### config.mk
export PLATFORM = sky130hd
export DESIGN_NAME = ltssm_ctrl
export DESIGN_NICKNAME = d
export VERILOG_FILES = /design/src/rtl/ltssm_pkg.sv /design/src/rtl/ltssm_timer.sv /design/src/rtl/ltssm_ctrl.sv
export SDC_FILE = /design/constraint.sdc
export NUM_CORES = 1
export LEC_CHECK = 0
export CORE_MARGIN = 2
export CORE_UTILIZATION = 41
export DETAILED_ROUTE_END_ITERATION = 8
export HOLD_SLACK_MARGIN = 0.12
export PLACE_DENSITY_LB_ADDON = 0.1
export SLEW_MARGIN = 10
export SYNTH_ARGS = -nofsm -noshare
export SYNTH_HDL_FRONTEND = slang
export SYNTH_HIERARCHICAL = 1
export SYNTH_SLANG_ARGS = --single-unit
### constraint.sdc
create_clock -name clk -period 3.9 [get_ports clk]
set_input_delay 0.78 -clock clk [delete_from_list [all_inputs] [get_ports clk]]
set_output_delay 0.78 -clock clk [all_outputs]
set_load 0.005 [all_outputs]
### src/rtl/ltssm_pkg.sv
// Shared definitions for the link-level LTSSM controller.
// Holds the substate encodings (0..13), the LPIF state encodings, the
// legal-successor map and small helpers for lane counting and rate selection.
package ltssm_pkg;

  typedef enum logic [3:0] {
    DETECT_QUIET          = 4'd0,
    DETECT_ACTIVE         = 4'd1,
    POLLING_ACTIVE        = 4'd2,
    POLLING_CONFIGURATION = 4'd3,
    CFG_LINK_WIDTH_START  = 4'd4,
    CFG_LINK_WIDTH_ACCEPT = 4'd5,
    CFG_LANENUM_WAIT      = 4'd6,
    CFG_LANENUM_ACCEPT    = 4'd7,
    CFG_COMPLETE          = 4'd8,
    CFG_IDLE              = 4'd9,
    L0                    = 4'd10,
    RECOVERY_RCVR_LOCK    = 4'd11,
    RECOVERY_RCVR_CFG     = 4'd12,
    RECOVERY_IDLE         = 4'd13
  } substate_t;

  localparam logic [3:0] LPIF_RESET   = 4'd0;
  localparam logic [3:0] LPIF_ACTIVE  = 4'd1;
  localparam logic [3:0] LPIF_RETRAIN = 4'd2;

  // The one substate an engine may legally ask for next from state s.
  // Returning to detectQuiet is handled separately (always allowed).
  function automatic substate_t successor(input substate_t s);
    substate_t n;
    case (s)
      DETECT_QUIET:          n = DETECT_ACTIVE;
      DETECT_ACTIVE:         n = POLLING_ACTIVE;
      POLLING_ACTIVE:        n = POLLING_CONFIGURATION;
      POLLING_CONFIGURATION: n = CFG_LINK_WIDTH_START;
      CFG_LINK_WIDTH_START:  n = CFG_LINK_WIDTH_ACCEPT;
      CFG_LINK_WIDTH_ACCEPT: n = CFG_LANENUM_WAIT;
      CFG_LANENUM_WAIT:      n = CFG_LANENUM_ACCEPT;
      CFG_LANENUM_ACCEPT:    n = CFG_COMPLETE;
      CFG_COMPLETE:          n = CFG_IDLE;
      CFG_IDLE:              n = L0;
      L0:                    n = RECOVERY_RCVR_LOCK;
      RECOVERY_RCVR_LOCK:    n = RECOVERY_RCVR_CFG;
      RECOVERY_RCVR_CFG:     n = RECOVERY_IDLE;
      RECOVERY_IDLE:         n = L0;
      default:               n = DETECT_QUIET;
    endcase
    return n;
  endfunction

  // Number of set bits in a lane mask (callers zero-extend to 32 bits).
  function automatic logic [5:0] popcount(input logic [31:0] v);
    logic [5:0] c;
    c = '0;
    for (int i = 0; i < 32; i++) begin
      c = c + {5'd0, v[i]};
    end
    return c;
  endfunction

  // Rate after renegotiation: 1 + index of the highest set bit of
  // rate[max_gen-1:1], or 1 when none is set. Cannot exceed max_gen.
  function automatic logic [2:0] gen_from_rate(input logic [7:0] rate, input int max_gen);
    logic [2:0] g;
    g = 3'd1;
    for (int i = 1; i < 8; i++) begin
      if (i < max_gen && rate[i]) begin
        g = 3'(i + 1);
      end
    end
    return g;
  endfunction

endpackage

### src/rtl/ltssm_timer.sv
// Stall timer for the LTSSM: counts cycles since the last clear and flags
// expiry once the count reaches TIMEOUT_CYCLES-1. Holds at the final count
// until cleared.
module ltssm_timer #(
  parameter int TIMEOUT_CYCLES = 24000
) (
  input  logic clk,
  input  logic reset,
  input  logic clear,
  output logic expire
);

  localparam int CW = (TIMEOUT_CYCLES > 1) ? $clog2(TIMEOUT_CYCLES) : 1;
  localparam logic [CW-1:0] LAST = CW'(TIMEOUT_CYCLES - 1);

  logic [CW-1:0] count_reg;

  // Cycle counter, restarted on every clear, saturating at the expiry value.
  always_ff @(posedge clk or negedge reset) begin
    if (!reset) begin
      count_reg <= '0;
    end else if (clear) begin
      count_reg <= '0;
    end else if (count_reg != LAST) begin
      count_reg <= count_reg + 1'b1;
    end
  end

  assign expire = (count_reg == LAST);

endmodule

### src/rtl/ltssm_ctrl.sv
// Link-level LTSSM controller. Sequences the shared Tx/Rx substate through
// Detect, Polling, Configuration, L0 and Recovery, latches the detected lane
// mask, renegotiates the rate (GEN) in Recovery and stores the link number.
// Optional stall timeouts are built when LTSSM_TIMEOUT_EN is defined.
module ltssm_ctrl
  import ltssm_pkg::*;
#(
  parameter int DEVICETYPE     = 0,
  parameter int LANES          = 16,
  parameter int MAX_GEN        = 3,
  parameter int TIMEOUT_CYCLES = 24000
) (
  input  logic                       clk,
  input  logic                       reset,
  input  logic [3:0]                 lpifStateRequest,
  input  logic                       finishTx,
  input  logic                       finishRx,
  input  logic [3:0]                 gotoTx,
  input  logic [3:0]                 gotoRx,
  input  logic                       forceDetect,
  input  logic [LANES-1:0]           laneDetected,
  input  logic [7:0]                 rateIdIn,
  input  logic                       writeRateId,
  input  logic [7:0]                 linkNumberIn,
  input  logic                       writeLinkNumber,
  output logic                       linkUp,
  output logic [3:0]                 lpifStateStatus,
  output logic [3:0]                 substateTx,
  output logic [3:0]                 substateRx,
  output logic [LANES-1:0]           activeLanes,
  output logic [$clog2(LANES+1)-1:0] numberOfLanes,
  output logic [2:0]                 GEN,
  output logic [7:0]                 linkNumberOut,
  output logic                       timeoutEvent
);

  localparam int CNT_W = $clog2(LANES + 1);

  substate_t        state_reg, state_next, succ;
  logic             adv, adv_tx, adv_rx, adv_both, goto_quiet;
  logic             load_lanes, load_gen, timeout_hit;
  logic [LANES-1:0] active_reg;
  logic [2:0]       gen_reg;
  logic [7:0]       rate_id_reg, link_number_reg;

  assign succ = successor(state_reg);

  // Next-state logic: handshake qualification, special exits, then overrides
  // that force detectQuiet (engine request, timeout, forceDetect).
  always_comb begin
    state_next = state_reg;
    load_lanes = 1'b0;
    load_gen   = 1'b0;
    adv_tx     = finishTx && (gotoTx == succ);
    adv_rx     = finishRx && (gotoRx == succ);
    adv_both   = adv_tx && adv_rx;
    goto_quiet = (finishTx && gotoTx == DETECT_QUIET) ||
                 (finishRx && gotoRx == DETECT_QUIET);

    // Some configuration substates are driven by the Rx engine alone; on a
    // downstream port the Rx side is passive in cfgLinkWidthAccept.
    case (state_reg)
      CFG_LINK_WIDTH_START,
      CFG_LANENUM_WAIT,
      CFG_LANENUM_ACCEPT:    adv = adv_rx;
      CFG_LINK_WIDTH_ACCEPT: adv = (DEVICETYPE == 0) ? adv_tx : adv_both;
      default:               adv = adv_both;
    endcase

    case (state_reg)
      DETECT_ACTIVE: begin
        if (adv) begin
          load_lanes = 1'b1;
          state_next = (laneDetected == '0) ? DETECT_QUIET : POLLING_ACTIVE;
        end
      end
      CFG_IDLE: begin
        if (adv && lpifStateRequest == LPIF_ACTIVE) begin
          state_next = L0;
        end
      end
      L0: begin
        if (lpifStateRequest == LPIF_RESET) begin
          state_next = DETECT_QUIET;
        end else if (lpifStateRequest == LPIF_RETRAIN ||
                     (finishRx && gotoRx == RECOVERY_RCVR_LOCK)) begin
          state_next = RECOVERY_RCVR_LOCK;
        end
      end
      RECOVERY_RCVR_CFG: begin
        if (adv) begin
          state_next = RECOVERY_IDLE;
          load_gen   = 1'b1;
        end
      end
      default: begin
        if (adv) begin
          state_next = succ;
        end
      end
    endcase

    if (goto_quiet || timeout_hit || forceDetect) begin
      state_next = DETECT_QUIET;
      load_lanes = 1'b0;
      load_gen   = 1'b0;
    end
  end

  // Substate register plus the lane mask and rate that change with it.
  always_ff @(posedge clk or negedge reset) begin
    if (!reset) begin
      state_reg  <= DETECT_QUIET;
      active_reg <= '0;
      gen_reg    <= 3'd1;
    end else begin
      state_reg <= state_next;
      if (forceDetect) begin
        active_reg <= '0;
        gen_reg    <= 3'd1;
      end else begin
        if (load_lanes) begin
          active_reg <= laneDetected;
        end
        if (load_gen) begin
          gen_reg <= gen_from_rate(rate_id_reg, MAX_GEN);
        end
      end
    end
  end

  // Partner rate and link number registers; only reset clears them.
  always_ff @(posedge clk or negedge reset) begin
    if (!reset) begin
      rate_id_reg     <= '0;
      link_number_reg <= '0;
    end else begin
      if (writeRateId) begin
        rate_id_reg <= rateIdIn;
      end
      if (writeLinkNumber) begin
        link_number_reg <= linkNumberIn;
      end
    end
  end

  // LPIF status and link-up decoded from the registered substate.
  always_comb begin
    lpifStateStatus = LPIF_RESET;
    linkUp          = 1'b0;
    case (state_reg)
      L0: begin
        lpifStateStatus = LPIF_ACTIVE;
        linkUp          = 1'b1;
      end
      RECOVERY_RCVR_LOCK, RECOVERY_RCVR_CFG, RECOVERY_IDLE: begin
        lpifStateStatus = LPIF_RETRAIN;
        linkUp          = 1'b1;
      end
      default: ;
    endcase
  end

`ifdef LTSSM_TIMEOUT_EN
  logic timed, timer_clear, timer_expire, timeout_event_reg;

  // detectQuiet and L0 are resting states and never time out.
  assign timed       = (state_reg != DETECT_QUIET) && (state_reg != L0);
  assign timer_clear = !timed || (state_next != state_reg);
  assign timeout_hit = timed && timer_expire;

  ltssm_timer #(
    .TIMEOUT_CYCLES(TIMEOUT_CYCLES)
  ) u_timer (
    .clk   (clk),
    .reset (reset),
    .clear (timer_clear),
    .expire(timer_expire)
  );

  // One-cycle pulse aligned with the timeout exit into detectQuiet.
  always_ff @(posedge clk or negedge reset) begin
    if (!reset) begin
      timeout_event_reg <= 1'b0;
    end else begin
      timeout_event_reg <= timeout_hit && !forceDetect;
    end
  end

  assign timeoutEvent = timeout_event_reg;
`else
  assign timeout_hit  = 1'b0;
  assign timeoutEvent = 1'b0;
`endif

  assign substateTx    = state_reg;
  assign substateRx    = state_reg;
  assign activeLanes   = active_reg;
  assign numberOfLanes = CNT_W'(popcount(32'(active_reg)));
  assign GEN           = gen_reg;
  assign linkNumberOut = link_number_reg;

endmodule

==> Word level (Yosys, flattened, before mapping) <==
Memory sizes are Yosys's and may differ from the RTL's.
Index checks and enable logic that the tools add are counted.
{ "totals": {"regBits": 34, "romBits": 64, "in_bits": 51, "out_inout_bits": 46, "memories": 1} }
{ "mem_list": {"columns": ["name", "depth", "width", "read_ports", "rd_clocked_by_memory_dff", "wr", "line", "text"], "rows": [
  ["(name not given)", 16, 4, 1, 0, 0, "ltssm_pkg.sv:31", "case (s)"]
]} }
{ "classes": {"n_addsub": 15, "n_eq_ne": 19, "n_mux": 23, "reduce_logical": 21} }
{ "ops": {"columns": ["cell", "count"], "rows": [
  ["5-bit by 1-bit adder with 5-bit output", 11],
  ["16-bit 2-to-1 mux", 2],
  ["4-bit 2-to-1 mux", 7],
  ["4-bit equality test, second input constant", 6],
  ["4-bit by 3-bit equality test with 1-bit output, second input constant", 4],
  ["16-bit logical NOT", 1],
  ["4-bit one-hot mux with 4 select lines", 1],
  ["4-bit logical NOT", 3],
  ["3-bit inequality test, second input constant", 3],
  ["4-bit by 1-bit equality test with 1-bit output, second input constant", 2],
  ["4-bit equality test", 2],
  ["1-bit logical AND", 7],
  ["1-bit 2-to-1 mux", 6],
  ["2-bit 2-to-1 mux", 3],
  ["3-bit 2-to-1 mux", 2],
  ["3-bit OR reduction", 2],
  ["4-bit by 1-bit adder with 5-bit output", 1],
  ["5-bit AND reduction", 1],
  ["3-bit by 1-bit adder with 4-bit output", 1],
  ["4-bit by 2-bit equality test with 1-bit output, second input constant", 1],
  ["4-bit inequality test, second input constant", 1],
  ["2-bit one-hot mux with 2 select lines", 1],
  ["2-bit nonzero test", 2],
  ["4-bit nonzero test", 1],
  ["5 further kinds", 7]
]} }

==> Logic depth before layout (Yosys ltp) <==
Gate-level depths: netlist of run 1.
{ "depth": {"word_depth": 15, "depth_mapped": 12, "ltp_nobuf": 12} }

==> Worst setup path after synthesis of run 1 <==
Ideal clock, no wire load.
{ "synth_timing": {"path_kind": "reg-to-output", "from": "register active_reg[0], in the netlist activeLanes[0]", "to": "output numberOfLanes[4]", "arrival_time_ps": 3192, "path_slack_ps": -72, "stages_incl_launch_ff": 12, "path_buffers": 0, "cell_sequence": "dfrtp_1 -> inv_1 -> fa_1 -> fa_1 -> fa_1 -> fa_1 -> inv_1 -> ha_1 -> inv_1 -> fa_1 -> nor2b_1 -> o21a_1"} }
{ "synth_between": {"elab_chain_cells": 15} }
{ "synth_rtl": {"columns": ["element", "line", "text"], "rows": [
  ["start, declared", "ltssm_ctrl.sv:42", "logic [LANES-1:0] active_reg;"],
  ["start signal, assigned", "ltssm_ctrl.sv:123", "active_reg <= laneDetected;"],
  ["1-bit by 1-bit adder with 2-bit output", "ltssm_pkg.sv:56", "c = c + {5'd0, v[i]};"],
  ["2-bit by 1-bit adder with 3-bit output", "ltssm_pkg.sv:56", null],
  ["3-bit by 1-bit adder with 4-bit output", "ltssm_pkg.sv:56", null],
  ["4-bit by 1-bit adder with 5-bit output", "ltssm_pkg.sv:56", null],
  ["5-bit by 1-bit adder with 5-bit output (11 in series)", "ltssm_pkg.sv:56", null],
  ["end, declared", "ltssm_ctrl.sv:31", "output logic [$clog2(LANES+1)-1:0] numberOfLanes,"]
]} }
No other way between the ends.

==> Worst setup path in the final report of run 1 <==
{ "layout_timing": {"from": "register active_reg[11], in the netlist activeLanes[11]", "to": "output numberOfLanes[4]"} }
{ "layout_between": {"elab_chain_cells": 5} }
{ "layout_rtl": {"columns": ["element", "line"], "rows": [
  ["5-bit by 1-bit adder with 5-bit output (5 in series)", "ltssm_pkg.sv:56"]
]} }
No other way between the ends.

==> qor.yml, run 1 <==
power_density_nw_per_um2: 209.9
synth_mux_area_share_pct: 11.91
avgRoutedWirePerCell_um: 15.07
placed_cells: 437
yosysTopAreaCellShare_pct: 29.41
clock.fmax_mhz: 229.2
grt_max_degree: 33
dpl_cell_area_um2: 3590
drtPass1Iterations: 4
antenna_found_initial: 0
nNetsFinal: 440
setup_viol: 4
wl_um: 6738
htree_num_levels: 2
ys_ff_latch: 32
ys.warnings.count: 6
r2r_start: "substateRx[1]"
crit_arrival_ns: 3.58
slowest_stage: "fa_2"
drtIter0Drc: 94
drv_slew: 0
power.total_mw: 0.7797
yosys.cell_types.count: 62
maxCapViolCount: 0
synth_cells: 278
gp_congestion: 0.8062
ys_top_cells_by_area: "dfrtp_1 29%, fa_1 7.6%, mux2_4 5.7%, inv_1 4.8%, ha_1 4.7%"
slew-limit-headroom_pct: 42.74
n_antenna_cell: 0
viasPerCell: 5.356
antenna_left: 0
stdcell_area_um2: 3715
finalClockSkew_ns: 0.003948
cts_hold_buf: 0
p_switching_mw: 0.1756
setup_ws_ns: -0.4626
die-width_um: 84.21
largest_register_ffs: 16
drive_above_1_share_pct: 19.46
synth_top_family_by_area: "simple AND/OR/NAND/NOR gates"
clock_latency_ns: 0.28
period_minus_slack_ns: 4.363
crit_top_cell: "fa_2"
status: "finished, violations left"
area_delta_synth_final_pct: 40.84
synth_simple_gate_area_share_pct: 18.74
synth_ff_type: "dfrtp_1"
numCtsBuffers: 5
pin_count: 97
track_usage_pct: 19.30
cts_sinks: 32
required_ns: 3.12
min_period_over_period_pct: 111.9
finalHoldViolCount: 0
synth-compound-area-share_pct: 14.71
holdCritPathClass: "flip-flop to flip-flop"
final_util_pct: 59.18
startpoint_type: "flip-flop"
ys_seq_area_share_pct: 30.41
die_h_um: 84.21
hpwl_um: 5172
rr_worst_depth: 7
power.share.clock_pct: 40.2
dieArea_um2: 7090
path_cells: "inv_1, fa_1, fa_1, fa_2, fa_2, inv_2, ha_4, inv_2, fa_2, nor2b_1, o21a_1, buf_2"
grt-ovfl-total: 0
avgSynthCellArea_um2: 9.488
violations: "setup timing"
clk_path_buf_depth: 2
final_cells: 447
rsz0062_at_grt: "true"
max_stage_delay_ns: 0.56
synth_edf_count: 0
p_sw_share_pct: 22.52
yosysTopAreaCell: "dfrtp_1"
start_util_pct: 42.02
worst_pin_slew_ns: 0.8588
grt_pass1_wl_um: 11070
rows: 29
portBuffers: 86
finalSetupTns_ns: -1.678
grt_pass1_vias: 2260
synth_most_common_cell: "inv_1"
synth_area_um2: 2638
comb_power_share_pct: 15.2
end_kind: "output pin"
cts_tree: "built"
synth_commonest_cells: "34 x inv_1, 31 x dfrtp_1, 16 x nor2_1"
r2r-end: "activeLanes[1]"
yosys.area_share.xor_xnor_pct: 1.945
crit_fanout: 2
synthAdderAreaFrac_pct: 12.33
cts_root_buffer: "clkbuf_8"
min_to: "linkNumberOut[6]"
reg2reg_setup_slack_ns: 0.70
clkTransAtPathRegs_ns: 0.07
hold_path_depth: 1
vias: 2394
async_reset_ff_share_pct: 100.0
max-vdd-ir-drop_mv: 0.2290
leakage_nw: 1.624
core-area_um2: 6277
p_int_mw: 0.6041
drc_errors: 0
crit_type: "flip-flop to output pin"
worstHoldStart: "linkNumberOut[6]"
power_frac_seq_pct: 44.6
[cell type report]
type / instances / area, um2
repair buffers: 103 / 969.7
well taps: 77 / 96.34
multi-input cells: 193 / 1612
fillers: 575 / 2562
inverters: 34 / 127.6
flip-flops and latches: 32 / 802.0
clock inverters: 2 / 35.03
clock buffers: 6 / 72.57
[power by group through the flow]
stage	logic (mW)	registers, mW	clock network [mW]
after global placement	0.118	0.354	0
after global routing	0.128	0.349	0.337
after CTS	0.119	0.348	0.321
final	0.118	0.348	0.313
after floorplan	0.0383	0.354	0
after detailed placement	0.119	0.354	0
[layer usage]
layer / part of all wire (%) / vias to the layer above / track usage (%) / wire (um)
li1: - / 1150 / - / -
met1: 46 / 1158 / 27.25 / 3088
met2: 48 / 76 / 30.01 / 3231
met3: 4.3 / 10 / 3.638 / 289
met4: 1.9 / 0 / 6.305 / 129
met5: 0 / - / 0 / 0
[placed cells by master (no fill, tap or decap), drive strengths merged, types with 3 or more instances in the layout]
cell and count:
nor3 6, a31oi 4, nand3 4, fa 10, conb 4, dfrtp 31, or3 3, a21oi 11
o31ai 5, buf 22, clkbuf 6, o21ai 9, nor2 16, inv 34, mux2i 4, nor2b 5
xnor2 4, clkdlybuf4s50 81, nand2 14, a211oi 3, ha 10, nor4 9, nand4 10, mux2 21
nand2b 5
[timing repair]
| item | 4_1_cts | 5_1_grt |
|---|---|---|
| hold endpoints to repair | 0 | 0 |
| endpoints found under the setup margin | 5 | 5 |
| buffers inserted | 0 | 2 |
| gates resized for setup | 30 | 4 |
| pin swaps | 10 | 8 |
[per-stage QoR]
stage | hold slack [ns] | worst slack [ns]
6_report | 0.5090 | -0.4626
5_1_grt | 0.5309 | -0.6135
4_1_cts | 0.5130 | -0.5640
3_5_place_dp | 0.4964 | -0.5912
3_3_place_gp | 0.4891 | -0.5709
2_1_floorplan | 0.4844 | 0.001337
[logic make-up after synthesis]
logic type,count (synthesis)
compound gates,53
xor+xnor,5
fa+ha+maj,20
buf+inv,56
flops,32
mux,25
other cells,1
simple gates,86
[critical path: cells and delay by family (launching register included)]
| kind | cells | cell delay [ns] |
|---|---|---|
| fa+ha+maj | 6 | 2.45 |
| compound gates | 1 | 0.11 |
| flops | 1 | 0.34 |
| simple gates | 1 | 0.11 |
| buf+inv | 4 | 0.28 |
[worst max path at each step]
stage | start | end | cells after the start
floorplan | activeLanes[11] | numberOfLanes[4] | 11
global placement | activeLanes[11] | numberOfLanes[4] | 12
detailed placement | activeLanes[11] | numberOfLanes[4] | 12
CTS | activeLanes[3] | numberOfLanes[4] | 12
global route | activeLanes[9] | numberOfLanes[4] | 12
finish | activeLanes[11] | numberOfLanes[4] | 12
Note: power is estimated with default switching activity, not from simulation.
==> run 2: changes to the inputs <==
MAX_ROUTING_LAYER = met4   (was unset)
==> run 2 against run 1 <==
  * The run still ends with setup timing left
  * Power barely moved
  * Non-clock buffer count did not move
  * Flip-flop and latch count did not move
  * Register-to-register slack barely moved
  * Sequential share of layout area did not move
  * Critical path type unchanged
  * Via count fell by 1.1%
  * Clock power barely moved
  * Clock skew barely moved
  * Clock-buffer cell count did not move
  * Routed wire length fell by 0.36%
  * Highest routed layer unchanged
  * Setup slack barely moved
  * Global-route usage rose by 0.59 points
==> qor.yml, run 2 (synthesized netlist as in run 1, its figures left out) <==
status: "finished, violations left"
violations: "setup timing"
cts_root_buffer: "clkbuf_8"
area_delta_synth_final_pct: 40.84
final_common_cell: "clkdlybuf4s50_1"
drv_slew: 0
clkTransAtPathRegs_ns: 0.07
gp_congestion: 0.8180
hpwl_um: 5172
clock.fmax_mhz: 229.2
grt_max_degree: 33
maxCapViolCount: 0
dieArea_um2: 7090
antenna_left: 0
required_ns: 3.12
max-vdd-ir-drop_mv: 0.2292
drtIter0Drc: 88
cts_hold_buf: 0
start_util_pct: 42.02
most-common-layout-cells: "81 x clkdlybuf4s50_1, 31 x dfrtp_1, 26 x inv_1, 17 x buf_4, 16 x nor2_1"
hold_path_depth: 1
avgRoutedWirePerCell_um: 15.02
min_to: "linkNumberOut[6]"
startpoint: "activeLanes[11]"
crit_arrival_ns: 3.58
drc_errors: 0
grt_pass1_wl_um: 11060
reg2reg_setup_slack_ns: 0.71
grt-ovfl-total: 0
worst_pin_slew_ns: 0.8665
setup_ws_ns: -0.4623
viasPerCell: 5.295
startpoint_type: "flip-flop"
htree_num_levels: 2
die-width_um: 84.21
cts_tree: "built"
drive_above_1_share_pct: 19.46
finalClockSkew_ns: 0.003960
crit_fanout: 2
nNetsFinal: 440
slew-limit-headroom_pct: 42.24
vias: 2367
numCtsBuffers: 5
pre_cts_slack_ns: -0.5912
min_period_over_period_pct: 111.9
antenna_found_initial: 0
crit_type: "flip-flop to output pin"
wl_um: 6714
power.total_mw: 0.7798
rr_worst_depth: 7
setup_viol: 4
regArea_um2: 802.0
r2r-end: "activeLanes[1]"
multiInputGateArea_um2: 1612
rows: 29
leakage_nw: 1.624
placed_cells: 437
die_h_um: 84.21
fillerInstances: 575
drtPass1Iterations: 4
n_antenna_cell: 0
clk_path_buf_depth: 2
grt_pass1_vias: 2255
holdCritPathClass: "flip-flop to flip-flop"
core-area_um2: 6277
final_cells: 447
period_minus_slack_ns: 4.362
clock_latency_ns: 0.28
power_density_nw_per_um2: 209.9
finalHoldViolCount: 0
portBuffers: 86
whs_ns: 0.5091
worstHoldStart: "linkNumberOut[6]"
largest_register_ffs: 16
pin_count: 97
cts_sinks: 32
r2r_start: "substateRx[1]"
track_usage_pct: 19.89
rsz0062_at_grt: "true"
end_kind: "output pin"
## run 2: worst max path at each step
stage / cells after the start / to
final: 12 / numberOfLanes[4]
after global routing: 12 / numberOfLanes[4]
after CTS: 12 / numberOfLanes[4]
after detailed placement: 12 / numberOfLanes[4]
after global placement: 12 / numberOfLanes[4]
after floorplan: 11 / numberOfLanes[4]
## run 2: worst max-delay path: stages, from the launching register on
cell	delay (ns)
dfrtp_1	0.34
inv_1	0.07
fa_1	0.55
fa_1	0.44
fa_2	0.56
fa_2	0.43
inv_2	0.08
ha_4	0.13
inv_2	0.03
fa_2	0.34
nor2b_1	0.11
o21a_1	0.11
buf_2	0.10
## run 2: area by class of cell
type,count,area share [%]
sequential,32,21.59
inverter,34,3.435
clock buffer,6,1.954
multi-input combinational,193,43.38
clock inverter,2,0.9431
timing repair buffer,103,26.10
tap,77,2.593
## run 2: power breakdown
part           internal [mW]  switching [mW]  total [mW]
sequential             0.342         0.00555       0.348
combinational         0.0723          0.0460       0.118
clock                  0.190           0.124       0.314
total                  0.604           0.176       0.780
## run 2: metrics by stage
stage	utilization, %	setup TNS, ns	cell area [um2]
3_5_place_dp	57.19	-2.262	3590
5_1_grt	59.18	-2.354	3715
3_3_place_gp	57.19	-2.158	3590
6_report	59.18	-1.678	3715
4_1_cts	58.94	-2.149	3700
2_1_floorplan	-	0	2651
## run 2: metal layers
| layer | share of wire, % | vias to the layer above | GRT usage [%] |
|---|---|---|---|
| met2 | 48 | 63 | 30.09 |
| met5 | 0 | - | - |
| met1 | 46 | 1141 | 27.25 |
| li1 | - | 1151 | - |
| met3 | 3.6 | 12 | 3.540 |
| met4 | 2.1 | 0 | 6.305 |
## run 2: timing repair
item | CTS | global route
gates resized for setup | 30 | 4
setup endpoints to repair | 5 | 5
setup buffers | 0 | 2
pin swaps | 10 | 8
